[src/rtl/fft_pkg.sv]
// ---------------------------------------------------------------------------
// fft_pkg
//   Shared definitions for the FFT sample loader and its sibling blocks.
//   The state encoding is fixed so that other blocks can decode a state
//   value they receive, and the write-enable constants match the byte
//   enables of the 32-bit SRAM macros.
// ---------------------------------------------------------------------------
package fft_pkg;

  localparam int ADDR_W = 16;
  localparam int DATA_W = 32;

  typedef logic [2:0] state_t;

  localparam state_t IDLE  = 3'd0;
  localparam state_t LOAD  = 3'd1;
  localparam state_t START = 3'd2;
  localparam state_t WAIT  = 3'd3;
  localparam state_t DONE  = 3'd4;

  localparam logic [3:0] WEA_ALL  = 4'hF;
  localparam logic [3:0] WEA_NONE = 4'h0;

  // A single write to both SRAMs. The real and imag halves always share
  // one address because the two SRAMs are written in lockstep.
  typedef struct packed {
    logic [ADDR_W-1:0] addr;
    logic [DATA_W-1:0] re;
    logic [DATA_W-1:0] im;
  } wr_req_t;

endpackage

[src/rtl/fft_bitrev.sv]
// ---------------------------------------------------------------------------
// fft_bitrev
//   Purely combinational W-bit bit reverser: out_o[i] = in_i[W-1-i].
//   It is shared by the sample loader and the result unloader.
//
// Ports
//   in_i   [W-1:0]  index in natural order
//   out_o  [W-1:0]  the same index with its bit order reversed
// ---------------------------------------------------------------------------
module fft_bitrev #(
  parameter int W = 8
) (
  input  logic [W-1:0] in_i,
  output logic [W-1:0] out_o
);

  for (genvar i = 0; i < W; i++) begin : g_rev
    assign out_o[i] = in_i[W-1-i];
  end

endmodule

[src/rtl/fft_sample_loader.sv]
// ---------------------------------------------------------------------------
// fft_sample_loader
//   Upstream feeder for the in-place FFT core. It takes one frame of N =
//   2**LOG2_N complex samples from a valid/ready stream and writes each one
//   into the real and imag SRAMs through port 0. It then requests a compute
//   and waits for the core to finish.
//
//   Build option
//     FFT_LOADER_BITREV_EN  defined   : addr = BASE_ADDR + bitrev(cnt)
//                           undefined : addr = BASE_ADDR + cnt (natural)
//   All timing is the same in both builds.
//
// Ports
//   clk, rst_n            clock, asynchronous active-low reset
//   load_en               arms one frame; only looked at in IDLE
//   s_valid/s_ready       sample handshake; s_ready is high only in LOAD
//   s_real, s_imag        32-bit two's-complement sample halves
//   sram_{real,imag}_*0   port-0 write interface (wea / addr / wdata)
//   compute_start         level request to the FFT core
//   compute_finish        sticky done flag from the FFT core
//   busy                  high whenever the loader is not in IDLE
//   frame_done            one-cycle pulse once the FFT result is ready
// ---------------------------------------------------------------------------
module fft_sample_loader
  import fft_pkg::*;
#(
  parameter int          LOG2_N    = 8,
  parameter logic [15:0] BASE_ADDR = 16'h0000
) (
  input  logic              clk,
  input  logic              rst_n,
  input  logic              load_en,
  input  logic              s_valid,
  output logic              s_ready,
  input  logic [DATA_W-1:0] s_real,
  input  logic [DATA_W-1:0] s_imag,
  output logic [3:0]        sram_real_wea0,
  output logic [ADDR_W-1:0] sram_real_addr0,
  output logic [DATA_W-1:0] sram_real_wdata0,
  output logic [3:0]        sram_imag_wea0,
  output logic [ADDR_W-1:0] sram_imag_addr0,
  output logic [DATA_W-1:0] sram_imag_wdata0,
  output logic              compute_start,
  input  logic              compute_finish,
  output logic              busy,
  output logic              frame_done
);

`ifdef FFT_LOADER_BITREV_EN
  localparam bit BITREV = 1'b1;
`else
  localparam bit BITREV = 1'b0;
`endif

  state_t              state_q, state_d;
  logic [LOG2_N-1:0]   cnt_q, cnt_d;
  logic [LOG2_N-1:0]   idx_rev, idx;
  logic                fin_dly_q;
  logic                cs_q, cs_d;
  logic                wr_vld_q;
  wr_req_t             wr_q, wr_d;
  logic                accept, last, fin_rise;

  // The reverser is always instantiated. The build option only selects
  // which index reaches the address adder, and the unused path is removed
  // as constant logic.
  fft_bitrev #(.W(LOG2_N)) u_bitrev (
    .in_i  (cnt_q),
    .out_o (idx_rev)
  );

  assign idx = BITREV ? idx_rev : cnt_q;

  // s_ready is a pure function of the state, so an acceptance can only
  // happen in LOAD. This is why s_valid in any other state has no effect.
  assign accept   = s_valid && (state_q == LOAD);
  assign last     = &cnt_q;
  assign fin_rise = compute_finish && !fin_dly_q;

  // -------------------------------------------------------------------------
  // State register
  // -------------------------------------------------------------------------
  always_ff @(posedge clk or negedge rst_n) begin
    if (!rst_n) begin
      state_q   <= IDLE;
      cnt_q     <= '0;
      fin_dly_q <= 1'b0;
      cs_q      <= 1'b0;
      wr_vld_q  <= 1'b0;
      wr_q      <= '0;
    end else begin
      state_q   <= state_d;
      cnt_q     <= cnt_d;
      fin_dly_q <= compute_finish;
      cs_q      <= cs_d;
      wr_vld_q  <= accept;
      if (accept) wr_q <= wr_d;
    end
  end

  // -------------------------------------------------------------------------
  // Next-state logic
  // -------------------------------------------------------------------------
  always_comb begin
    state_d = state_q;
    cnt_d   = cnt_q;
    unique case (state_q)
      IDLE: begin
        if (load_en) begin
          state_d = LOAD;
          cnt_d   = '0;
        end
      end
      LOAD: begin
        if (accept) begin
          // The counter wraps to 0 after the last sample of the frame.
          cnt_d = cnt_q + LOG2_N'(1);
          if (last) state_d = START;
        end
      end
      // A compute_finish left high by the previous frame must go low first.
      // Otherwise its stale level would look like completion of this frame.
      START:   if (!compute_finish) state_d = WAIT;
      WAIT:    if (fin_rise)        state_d = DONE;
      DONE:    state_d = IDLE;
      default: state_d = IDLE;
    endcase
  end

  // -------------------------------------------------------------------------
  // Output logic
  // -------------------------------------------------------------------------
  always_comb begin
    s_ready    = (state_q == LOAD);
    busy       = (state_q != IDLE);
    frame_done = (state_q == DONE);
    // compute_start is registered. It therefore rises one cycle after the
    // final SRAM write, which lands in the first START cycle. It falls in
    // the same cycle that DONE is entered.
    cs_d       = ((state_q == START) || (state_q == WAIT)) && (state_d != DONE);
    // Zero-extend the index to the address width. The 16-bit add wraps.
    wr_d.addr  = BASE_ADDR + {{(ADDR_W-LOG2_N){1'b0}}, idx};
    wr_d.re    = s_real;
    wr_d.im    = s_imag;
  end

  assign compute_start    = cs_q;

  assign sram_real_wea0   = wr_vld_q ? WEA_ALL : WEA_NONE;
  assign sram_real_addr0  = wr_q.addr;
  assign sram_real_wdata0 = wr_q.re;
  assign sram_imag_wea0   = wr_vld_q ? WEA_ALL : WEA_NONE;
  assign sram_imag_addr0  = wr_q.addr;
  assign sram_imag_wdata0 = wr_q.im;

endmodule

[config.mk]
export PLATFORM = sky130hd
export DESIGN_NAME = fft_sample_loader
export DESIGN_NICKNAME = d
export VERILOG_FILES = /design/src/rtl/fft_pkg.sv /design/src/rtl/fft_bitrev.sv /design/src/rtl/fft_sample_loader.sv
export SDC_FILE = /design/constraint.sdc
export NUM_CORES = 1
export LEC_CHECK = 0
export BUFFER_PORTS_ARGS = -buffer_cell sky130_fd_sc_hd__buf_4
export CAP_MARGIN = 20
export CORE_ASPECT_RATIO = 1.75
export CORE_MARGIN = 2
export CORE_UTILIZATION = 42
export CTS_CLUSTER_DIAMETER = 60
export DETAILED_ROUTE_END_ITERATION = 16
export GPL_ROUTABILITY_DRIVEN = 0
export PLACE_DENSITY_LB_ADDON = 0.08
export SLEW_MARGIN = 15
export SYNTH_ARGS = -nofsm -noshare
export SYNTH_HDL_FRONTEND = slang
export SYNTH_SLANG_ARGS = --single-unit
[constraint.sdc]
create_clock -name clk -period 1.6 [get_ports clk]
set_clock_uncertainty 0.05 [all_clocks]
set_input_delay 0.32 -clock clk [delete_from_list [all_inputs] [get_ports clk]]
set_output_delay 0.32 -clock clk [all_outputs]
set_load 0.1 [all_outputs]
# --- After elaboration in Yosys (flattened, before gate mapping) ---
# Index checks and enable logic that the tools add are counted.
word_totals:
  register_bits: 86
  inputBits: 69
  output_inout_bits: 108
classes:
  n_addsub: 1
  eq_ne: 7
  muxes: 10
  n_reduce_logical: 10
op_table:
  columns: ["operator", "count"]
  rows:
  - ["$mux 8", 2]
  - ["$pmux 8 s2", 1]
  - ["$mux 3", 5]
  - ["$pmux 3 s4", 1]
  - ["$add 8x1->8 const B", 1]
  - ["$reduce_and 8->1", 1]
  - ["$eq 3x2->1 const B", 2]
  - ["$mux 4", 1]
  - ["$eq 3x1->1 const B", 1]
  - ["$eq 3x3->1 const B", 1]
  - ["$logic_and 1x1->1", 3]
  - ["$logic_not 3->1", 1]
  - ["$ne 3x3->1 const B", 1]
  - ["$reduce_and 3->1", 1]
  - ["$reduce_bool 3->1", 1]
  - ["$ne 2x1->1 const B", 1]
  - ["$ne 2x2->1 const B", 1]
  - ["$reduce_bool 2->1", 1]
  - ["$logic_not 1->1", 1]
  - ["$logic_or 1x1->1", 1]

# --- Depth between registers and ports, before layout ---
# Gate-level depths: netlist (run 1).
logic_depth:
  word_depth: 6
  mapped_depth: 7
  ltp_nobuf: 4

# --- Least setup slack after synthesis (run 1) ---
# No wires, ideal clock.
synth_timing:
  path_kind: "register to output"
  start: "register state_q[0]"
  end: "output port frame_done"
  arrival_time_ns: 2.685
  slack_ns: -1.455
  required_time_ns: 1.230
  stages_incl_launch_ff: 3
  cell_sequence: "dfrtp_1 buf_6 nor3b_1"
synth_between:
  elab_chain_cells: 1
synth_rtl:
  columns: ["element", "line_no", "text"]
  rows:
  - ["from (decl)", "fft_sample_loader.sv:55", "state_t state_q, state_d;"]
  - ["from (signal assigned)", "fft_sample_loader.sv:92", "state_q <= state_d;"]
  - ["$eq 3x3->1", "fft_sample_loader.sv:136", "frame_done = (state_q == DONE);"]
  - ["to (decl)", "fft_sample_loader.sv:46", "output logic frame_done"]
# Every way passes these cells.

# --- Final worst setup path (run 1) ---
layout_timing:
  start: "register state_q[1]"
  end: "output port s_ready"
layout_between:
  elab_chain_cells: 1
layout_rtl:
  columns: ["element", "line_no", "text"]
  rows:
  - ["$eq 3x1->1", "fft_sample_loader.sv:134", "s_ready = (state_q == LOAD);"]
  - ["to (decl)", "fft_sample_loader.sv:34", "output logic s_ready,"]
# Every way passes these cells.

==> impl_summary.log, run 1 <==
[metrics] result of the run: finished with violations
[metrics] failing checks: negative setup slack
[metrics] number of max-cap violations: 0
[metrics] number of antenna violations at the first check in global routing: 0
[metrics] area of the mapped netlist: 0.00365 mm²
[metrics] DRC violation count after routing: 0
[metrics] sum of buffers and inverters on the critical path: 2
[metrics] Arrival @ worst endpoint: between 1 and 1.5 ns
[metrics] vertical die dimension: 127 µm
[metrics] via count: 3184
[metrics] critical-path maximum fanout: 3
[metrics] Hold Violations, Final: 0
[metrics] starting density of the core: 0.427
[metrics] synthesized netlist cell count: 403
[metrics] buffer type at the clock tree root: sky130_fd_sc_hd__clkbuf_16
[metrics] die outline width: around 75 µm
[metrics] clock insertion delay at the later pin of the skew report: ~0.33 ns
[metrics] average cell area after synthesis: between 9 and 10 µm²
[metrics] number of antenna diodes: 0
[metrics] synthesis warning total: 0
[metrics] Min-Delay Path Class: in -> reg
[metrics] Fmax: 588 MHz
[metrics] Overflow after GRT: 0
[metrics] worst endpoint required time: 1.23 ns
[metrics] share of the clock period used by the worst path after layout: 1.06
[metrics] CTS tree: built
[metrics] standard cell core area: 0.00856 mm²
[metrics] ratio of cells with drive above 1 in the final layout: 0.383
[metrics] maximum number of pins on one net before global-route repair: 37
[metrics] area of the die: 0.00949 mm²
[metrics] Yosys top cell by area: sky130_fd_sc_hd__dfrtp_1
[metrics] unique cell type count in the Yosys netlist: 34
[metrics] Detailed Route WL: 9320 µm
[metrics] Post-synth ARST share: 1.00
[metrics] Critical Path Sink Type: output port
[metrics] cell with the largest stage delay on the worst path: sky130_fd_sc_hd__dfrtp_2
[metrics] global router's overall resource usage: 0.204
[metrics] Detailed Place HPWL: 6620 µm
[metrics] violation count after the first detailed-route iteration: 164
[metrics] commonest cells in the netlist: sky130_fd_sc_hd__nand2_1 (220), sky130_fd_sc_hd__dfrtp_1 (86), sky130_fd_sc_hd__buf_4 (32)
[metrics] leakage power summed over all cells: 2.95 nW
[metrics] VDD IR max: a little under 700 µV
[metrics] Cell Count, Final, Fillers Out: 686
[metrics] detailed-routing iteration count for the pre-antenna-repair pass: 4
[metrics] Placed Cells: between 600 and 700
[metrics] most frequently used cell type in the post-synthesis netlist: sky130_fd_sc_hd__nand2_1
[metrics] unrepaired setup endpoints after global routing: yes
[metrics] row count: 45
[metrics] buffers from clock root to sink, at most: 2
[metrics] dominant synthesized flop cell: sky130_fd_sc_hd__dfrtp_1
[metrics] number of setup violations in the final report: 6
[metrics] flip-flop and latch count after synthesis: 86
[metrics] final worst hold slack: 0.0641 ns
[metrics] CTS buffer count: 9
[metrics] number of antenna-violating nets in the routed design: 0
[metrics] cell area power density: between 1000 and 1500 mW/mm²
[metrics] kind of critical path: reg -> out
[metrics] EDFF count, synth: 0
[metrics] fin nets: 634
[metrics] first-pass GRT wire length: 14600 µm
[metrics] CP Cell Sequence: nor2_2 > nand2_1 > clkinvlp_4 > buf_12
[metrics] Boundary Pins: 177
[metrics] delay of the slowest cell on the worst path: ~0.43 ns
[metrics] Area contributors post-synth: sky130_fd_sc_hd__dfrtp_1 (59%), sky130_fd_sc_hd__nand2_1 (23%), sky130_fd_sc_hd__buf_4 (6.6%)
[metrics] clk sinks: 86
[metrics] minimum clock period: 1.70 ns
[metrics] clock transition time at the flip-flop clock pins of the worst setup and hold paths: 0.06 ns
[metrics] sequential area share after synthesis: 0.589
[metrics] number of filler instances in the final layout: 776
[metrics] layout overhead on the synthesized area: 47.8%
[metrics] routed via count divided by cell count: 4.64
[metrics] average wire per standard cell: around 14 µm
[metrics] area fraction of the dominant cell type after synthesis: 0.589
[metrics] type of origin of the critical path: flip-flop
[metrics] via count of the first global-routing pass: approximately 3000
[metrics] number of port buffers: 160
[metrics] CP delay by family, top: flip-flops
[metrics] worst path setup slack after routing: -0.102 ns
[metrics] number of max-slew violations in the final report: 0
[metrics] # H-tree levels: 3
-- timing repair --
action / in CTS / in global routing
hold buffers: 1 / 0
endpoints found under the setup margin: 3 / 78
endpoints found under the hold margin: 23 / 0
resized for setup: 18 / 6
setup buffers: 7 / 2
pin swaps: 3 / 2
cloned: 0 / 1
-- kinds of logic after synthesis --
group,count (synthesis),share of synthesized area
and+or+nand+nor,241,0.267
muxes,3,0.00822
buffers and inverters,56,0.0973
other,1,0.00103
DFF,86,0.589
adders and majority gates,1,0.00342
AOI/OAI and AO/OA,15,0.0339
-- flip-flops by register name (all words and copies together) (netlist names) --
register,flops
compute_start,1
sram_real_wdata0,32
cnt_q,8
sram_imag_addr0,8
state_q,3
fin_dly_q,1
wr_vld_q,1
sram_imag_wdata0,32
-- worst reg2reg max path, delay by kind of cell (launching register included) --
| kind | cells | cell delay (ns) |
|---|---|---|
| compound gates | 2 | 0.46 |
| flops | 1 | 0.43 |
| simple gates | 1 | 0.53 |
| buf+inv | 1 | 0.13 |
-- through the flow --
stage	instance area (µm²)	util	total power, W	worst slack (ns)	setup TNS, ns
6_report	5400	0.631	0.00779	-0.102	-0.303
5_1_grt	5400	0.631	0.00812	-0.155	-0.712
4_1_cts	5350	0.625	0.00787	-0.0789	-0.267
3_5_place_dp	4930	0.576	0.00579	0.0482	0
3_3_place_gp	4930	0.576	0.00577	0.0813	0
2_1_floorplan	3740	-	0.00513	-0.0843	-0.0959
-- where the power goes --
part           internal [W]  total, W  switching, W
sequential          0.00244   0.00265      0.000214
combinational      0.000599   0.00309       0.00249
clock               0.00125   0.00204      0.000797
-- path summary, 6_finish.rpt --
| check | start | to | slack (ns) | cells after the start |
|---|---|---|---|---|
| setup / recovery | state_q[1] | s_ready | -0.10 | 4 |
| hold / removal | compute_finish | fin_dly_q | 0.06 | 1 |
| setup reg to reg | state_q[1] | cnt_q[5] | -0.07 | 4 |
| hold reg to reg | sram_real_wdata0[13] | sram_real_wdata0[13] | 0.42 | 2 |
| max in group asynchronous | rst_n | sram_real_wdata0[18] | 0.62 | 3 |
| min in group asynchronous | rst_n | sram_imag_wdata0[2] | 0.40 | 2 |
-- placed cells by master (no fill, tap or decap), drive strengths merged, types with 3 or more instances in the layout --
master,count
o21ai,3
dfrtp,86
nand4bb,3
nand3,5
buf,184
clkbuf,12
inv,4
mux2i,3
nand2,220
conb,16
-- layout make-up --
class                      count  area (µm²)  share of cell area
multi-input combinational    277        1260               0.234
inverter                       5        25.0             0.00463
sequential                    86        2160               0.401
timing repair buffer         185        1510               0.279
clock buffer                  12         246              0.0456
tap                          117         146              0.0271
clock inverter                 4        47.5             0.00880
-- layer usage --
metal | global-route usage | share of wire | wire (µm) | up-vias
met5 | 0 | 0 | 0 | -
met4 | 0.108 | 0.033 | 308 | 0
met3 | 0.0481 | 0.068 | 637 | 23
met2 | 0.342 | 0.53 | 4940 | 140
met1 | 0.235 | 0.37 | 3440 | 1479
li1 | - | - | - | 1542
No activity file was read; power rests on OpenSTA's default activity.
==> run 2: changes to the inputs <==
Settings changed: CAP_MARGIN 20 to default, PLACE_DENSITY from default to 0.73, PLACE_DENSITY_LB_ADDON 0.08 to default, SETUP_SLACK_MARGIN from default to 0.2.
==> run 2 against run 1 <==
The run still ends with negative setup slack left. Hold slack got worse by 0.0090 ns. Non-clock buffer count is 39 higher. Clock power up 20%. Maximum frequency is 2.0% lower. Total power grew 19%. Combinational power rose by 28%. Critical endpoint is now frame_done.
==> impl_summary.log, run 2 (synthesized netlist as in run 1, its figures left out) <==
[metrics] result of the run: finished with violations
[metrics] failing checks: negative setup slack
[metrics] fraction of power spent switching nets: 0.432
[metrics] P_sw: 0.00399 W
[metrics] ratio of cells with drive above 1 in the final layout: 0.574
[metrics] via count: 3663
[metrics] minimum clock period: 1.74 ns
[metrics] DRC violation count after routing: 0
[metrics] Critical Path Sink Type: output port
[metrics] cell area power density: 1300 mW/mm²
[metrics] most common cell after layout, fill and taps aside: sky130_fd_sc_hd__nand2_1
[metrics] WP depth: 3
[metrics] number of filler instances in the final layout: 444
[metrics] delay of the slowest cell on the worst path: 0.41 ns
[metrics] final worst hold slack: 0.0551 ns
[metrics] Fmax: 576 MHz
[metrics] average wire per standard cell: 20.1 µm
[metrics] leakage power summed over all cells: 3.65 nW
[metrics] RR Startpoint: state_q[2]
[metrics] final core utilization: 0.829
[metrics] post-route cell area: 0.00709 mm²
[metrics] fraction of power consumed by the clock network: 0.265
[metrics] cell-internal power: 0.00525 W
[metrics] layout overhead on the synthesized area: 94.1%
[metrics] buffers from clock root to sink, at most: 2
[metrics] CTS buffer count: 9
[metrics] fin nets: around 670
[metrics] DP Area: ~0.005 mm²
[metrics] count of cells along the worst register-to-register path: 9
[metrics] end of the worst register-to-register path: sram_real_wdata0[28]
[metrics] number of antenna-violating nets in the routed design: 0
[metrics] detailed-routing iteration count for the pre-antenna-repair pass: 4
[metrics] clock transition time at the flip-flop clock pins of the worst setup and hold paths: 0.06 ns
[metrics] VDD IR max: 796 µV
[metrics] Reg2Reg Setup Slack: -0.10 ns
[metrics] commonest non-fill, non-tap cells in the layout: sky130_fd_sc_hd__nand2_1 (139), sky130_fd_sc_hd__buf_4 (110), sky130_fd_sc_hd__dfrtp_1 (74)
[metrics] standard cell core area: 0.00856 mm²
[metrics] clk sinks: 86
[metrics] cell with the largest stage delay on the worst path: sky130_fd_sc_hd__dfrtp_1
[metrics] clock insertion delay at the later pin of the skew report: 0.34 ns
[metrics] row count: 45
[metrics] sum of buffers and inverters on the critical path: 2
[metrics] Min-Delay Path Class: in -> reg
[metrics] number of antenna diodes: 0
[metrics] number of antenna violations at the first check in global routing: 0
[metrics] count of cells along the worst hold path: 1
[metrics] CP delay by family, top: flip-flops
[metrics] starting density of the core: 0.427
[metrics] kind of critical path: reg -> out
[metrics] number of setup violations in the final report: 76
[metrics] Arrival @ worst endpoint: between 1 and 1.5 ns
[metrics] critical-path maximum fanout: 5
[metrics] # H-tree levels: 3
[metrics] first-pass GRT wire length: 19000 µm
[metrics] vertical die dimension: roughly 130 µm
[metrics] combinational power share: 0.430
[metrics] Detailed Route WL: roughly 15000 µm
[metrics] die outline width: about 75 µm
[metrics] worst path setup slack after routing: -0.136 ns
[metrics] Detailed Place HPWL: 6320 µm
[metrics] total area of sequential cells: 0.00219 mm²
[metrics] portion of total power attributed to sequential cells: 0.305
[metrics] maximum number of pins on one net before global-route repair: 87
[metrics] worst endpoint required time: 1.23 ns
[metrics] buffer type at the clock tree root: sky130_fd_sc_hd__clkbuf_16
[metrics] unrepaired setup endpoints after global routing: yes
[metrics] type of origin of the critical path: flip-flop
[metrics] area occupied by multi-input gates: 0.00156 mm²
[metrics] Power, Total: 0.00923 W
[metrics] number of max-slew violations in the final report: 0
[metrics] number of port buffers: 160
[metrics] Placed Cells: 655
[metrics] CP Cell Sequence: buf_6 > nor3b_4 > buf_12
[metrics] Overflow after GRT: 0
[metrics] area of the die: 0.00949 mm²
[metrics] Cell Count, Final, Fillers Out: 725
[metrics] Hold Violations, Final: 0
[metrics] terminating pin of the worst hold path: fin_dly_q
[metrics] routed via count divided by cell count: ~5.1
[metrics] global router's overall resource usage: 0.273
[metrics] share of the clock period used by the worst path after layout: 1.09
[metrics] number of max-cap violations: 0
[metrics] violation count after the first detailed-route iteration: 180
[metrics] CTS tree: built
[metrics] hold path startpoint: compute_finish
[metrics] Boundary Pins: between 150 and 200
[metrics] via count of the first global-routing pass: roughly 3600
[run 2: changes by cell type in the layout (fill, tap and decap cells not counted), sizes merged]
cell,delta
nand4bb,-1
clkbuf,+1
bufinv,+2
buf,+36
clkinv,+2
clkinvlp,-1
[run 2: worst max path at each step]
stage | start | endpoint | slack, ns
final | state_q[0] | frame_done | -0.14
after CTS | state_q[0] | frame_done | -0.09
after detailed placement | state_q[1] | cnt_q[4] | 0.002
after global placement | state_q[1] | cnt_q[4] | 0.07
after floorplan | state_q[0] | frame_done | -0.08
after global routing | state_q[0] | frame_done | -0.17
[run 2: through the flow]
stage | worst slack (ns) | setup TNS, ns
floorplan | -0.0843 | -0.0972
global placement | 0.0699 | 0
detailed placement | 0.00235 | 0
CTS | -0.0903 | -1.17
global route | -0.175 | -7.09
finish | -0.136 | -3.33
[run 2: worst reg2reg max path, cell delays in order, from the launching register on]
cell and delay (ns):
sky130_fd_sc_hd__dfrtp_1 0.39, sky130_fd_sc_hd__buf_6 0.14, sky130_fd_sc_hd__buf_4 0.14, sky130_fd_sc_hd__nand4bb_4 0.23, sky130_fd_sc_hd__buf_12 0.20, sky130_fd_sc_hd__inv_16 0.09, sky130_fd_sc_hd__buf_12 0.12, sky130_fd_sc_hd__clkbuf_16 0.15
sky130_fd_sc_hd__nand2_1 0.06, sky130_fd_sc_hd__nand2_1 0.08
[run 2: final cells by class]
| class | instances | area share |
|---|---|---|
| Timing Repair inverter | 1 | 0.00229 |
| Sequential cell | 86 | 0.308 |
| Multi-Input combinational cell | 276 | 0.220 |
| Tap cell | 117 | 0.0206 |
| Clock inverter | 6 | 0.0154 |
| Clock buffer | 10 | 0.0337 |
| Timing Repair Buffer | 224 | 0.395 |
| Inverter | 5 | 0.00547 |
[run 2: metal layers]
metal / share of wire / global-route usage
met1: 0.32 / 0.280
met2: 0.59 / 0.507
met4: 0.042 / 0.124
met3: 0.051 / 0.0576
met5: 0 / 0
[run 2: power groups by stage]
stage,combinational (W),sequential [W],clock (W)
after floorplan,0.00106,0.00410,0
after global placement,0.00305,0.00270,0
after detailed placement,0.00308,0.00270,0
after CTS,0.00349,0.00270,0.00244
after global routing,0.00408,0.00284,0.00257
final,0.00397,0.00282,0.00245
[run 2: timing repair]
item	in CTS	in global routing
resized for setup	109	179
setup endpoints to repair	109	120
gates cloned	16	3
endpoints found under the hold margin	86	0
hold buffers	1	0
pin swaps	11	24
buffers inserted	20	14
==> run 3: changes to the inputs <==
Settings changed: HOLD_SLACK_MARGIN from default to 0.05.
Clock period 1.6 ns to 1.45 ns, I/O delays scaled along.
==> run 3 against run 2 <==
The flow still finishes with violations (negative setup slack). Critical path type is now reg -> reg. Via count is 23% higher. Utilization is 14 points higher. Wire length is 57% higher. Clock-buffer cell count is 1 higher. Critical path depth is 6 higher. Final area is 16% higher. Sequential cell count stayed put. Clock power hardly changed. Cell count is 4.4% higher.
==> impl_summary.log, run 3 (synthesized netlist as in run 1, its figures left out) <==
[metrics] result of the run: finished with violations
[metrics] failing checks: negative setup slack
[metrics] buffers from clock root to sink, at most: 2
[metrics] VDD IR max: 1270 µV
[metrics] DRC violation count after routing: 0
[metrics] routed via count divided by cell count: around 5.9
[metrics] number of antenna violations at the first check in global routing: 1
[metrics] detailed-routing iteration count for the pre-antenna-repair pass: 5
[metrics] Boundary Pins: 177
[metrics] number of max-slew violations in the final report: 0
[metrics] row count: 45
[metrics] number of antenna-violating nets in the routed design: 0
[metrics] Detailed Place HPWL: 6760 µm
[metrics] Detailed Route WL: 22900 µm
[metrics] clock transition time at the flip-flop clock pins of the worst setup and hold paths: around 0.070 ns
[metrics] number of max-cap violations: 0
[metrics] commonest non-fill, non-tap cells in the layout: sky130_fd_sc_hd__buf_4 (114), sky130_fd_sc_hd__buf_12 (107), sky130_fd_sc_hd__nand2_2 (96)
[metrics] Critical Path Sink Type: flip-flop
[metrics] post-route cell area: 0.00825 mm²
[metrics] buffer type at the clock tree root: sky130_fd_sc_hd__clkbuf_16
[metrics] leakage power summed over all cells: 4.14 nW
[metrics] layout overhead on the synthesized area: 126%
[metrics] vertical die dimension: 127 µm
[metrics] share of the clock period used by the worst path after layout: 1.25
[metrics] cell area power density: ~1300 mW/mm²
[metrics] number of port buffers: 160
[metrics] worst endpoint required time: 1.69 ns
[metrics] most common cell after layout, fill and taps aside: sky130_fd_sc_hd__buf_4
[metrics] number of antenna diodes: 0
[metrics] die outline width: roughly 75 µm
[metrics] DP Area: 0.00497 mm²
[metrics] worst path setup slack after routing: -0.369 ns
[metrics] final worst hold slack: 0.0969 ns
[metrics] average wire per standard cell: 30.2 µm
[metrics] via count: 4500
[metrics] # H-tree levels: 3
[metrics] type of origin of the critical path: flip-flop
[metrics] global router's overall resource usage: 0.324
[metrics] Fmax: 550 MHz
[metrics] ratio of cells with drive above 1 in the final layout: 0.719
[metrics] first-pass GRT wire length: 22300 µm
[metrics] minimum clock period: 1.82 ns
[metrics] maximum number of pins on one net before global-route repair: 34
[metrics] Overflow after GRT: 0
[metrics] unrepaired setup endpoints after global routing: yes
[metrics] clock insertion delay at the later pin of the skew report: 0.35 ns
[metrics] count of cells along the worst hold path: 3
[metrics] via count of the first global-routing pass: 4095
[metrics] number of setup violations in the final report: 94
[metrics] violation count after the first detailed-route iteration: between 500 and 600
[metrics] Hold Violations, Final: 0
[metrics] count of cells along the worst register-to-register path: 9
[metrics] kind of critical path: reg -> reg
[metrics] fin nets: 706
[metrics] Min-Delay Path Class: in -> reg
[metrics] standard cell core area: 0.00856 mm²
[metrics] CTS buffer count: 9
[metrics] CTS tree: built
[metrics] clk sinks: between 80 and 90
[metrics] starting density of the core: 0.427
[metrics] area of the die: 0.00949 mm²
[metrics] Arrival @ worst endpoint: slightly above 2 ns
[metrics] critical-path maximum fanout: 8
[run 3: report_power, final]
part           total [W]  internal (W)  switching, W
registers        0.00320       0.00272      0.000474
clock network    0.00243       0.00137       0.00106
logic            0.00525       0.00185       0.00340
[run 3: repair_timing]
item,CTS,global route
hold buffers,2,0
pin swaps,14,122
buffers inserted,29,35
endpoints found under the hold margin,22,0
gates cloned,10,4
gates resized for setup,334,230
endpoints found under the setup margin,175,175
[run 3: critical path: stages (launching register included)]
cell and delay [ns]:
sky130_fd_sc_hd__dfrtp_1 0.41, sky130_fd_sc_hd__buf_6 0.15, sky130_fd_sc_hd__nand4bb_4 0.28, sky130_fd_sc_hd__buf_8 0.19
sky130_fd_sc_hd__buf_12 0.14, sky130_fd_sc_hd__inv_12 0.07, sky130_fd_sc_hd__buf_6 0.10, sky130_fd_sc_hd__buf_12 0.13
sky130_fd_sc_hd__nand2_2 0.12, sky130_fd_sc_hd__nand2_2 0.11
[run 3: final cells by class]
| class | instances | area (µm²) |
|---|---|---|
| tap | 117 | 146 |
| timing repair buffer | 257 | 3600 |
| timing repair inverter | 1 | 16.3 |
| clock inverter | 4 | 47.5 |
| clock buffer | 11 | 243 |
| fill | 166 | 305 |
| multi-input combinational | 276 | 1970 |
| sequential | 86 | 2200 |
| inverter | 5 | 35.0 |
[run 3: per-layer routing]
layer | global-route usage | vias up | part of all wire
met5 | 0 | - | 0
met4 | 0.222 | 0 | 0.11
met3 | 0.0694 | 208 | 0.098
met2 | 0.554 | 435 | 0.50
met1 | 0.343 | 2179 | 0.29
li1 | - | 1678 | -
[run 3: worst paths after layout]
check / start / end / slack (ns)
max: state_q[2] / sram_real_wdata0[8] / -0.37
min: s_real[1] / sram_real_wdata0[1] / 0.1
max reg2reg: state_q[2] / sram_real_wdata0[8] / -0.37
min reg2reg: cnt_q[4] / cnt_q[4] / 0.52
max in group asynchronous: rst_n / sram_imag_addr0[2] / 0.45
min in group asynchronous: rst_n / cnt_q[2] / 0.38
[run 3: metrics by stage]
step           setup TNS [ns]  setup WS, ns   util  total power (W)  std cells
6_report               -18.11        -0.369  0.964           0.0109        757
5_1_grt                -21.45        -0.399  0.964           0.0110        757
4_1_cts                 -6.51        -0.210  0.833          0.00987        718
3_3_place_gp           -0.993       -0.0541  0.580          0.00641        662
2_1_floorplan          -0.597        -0.204      -          0.00574        418
3_5_place_dp            -3.11       -0.0976  0.580          0.00647        662
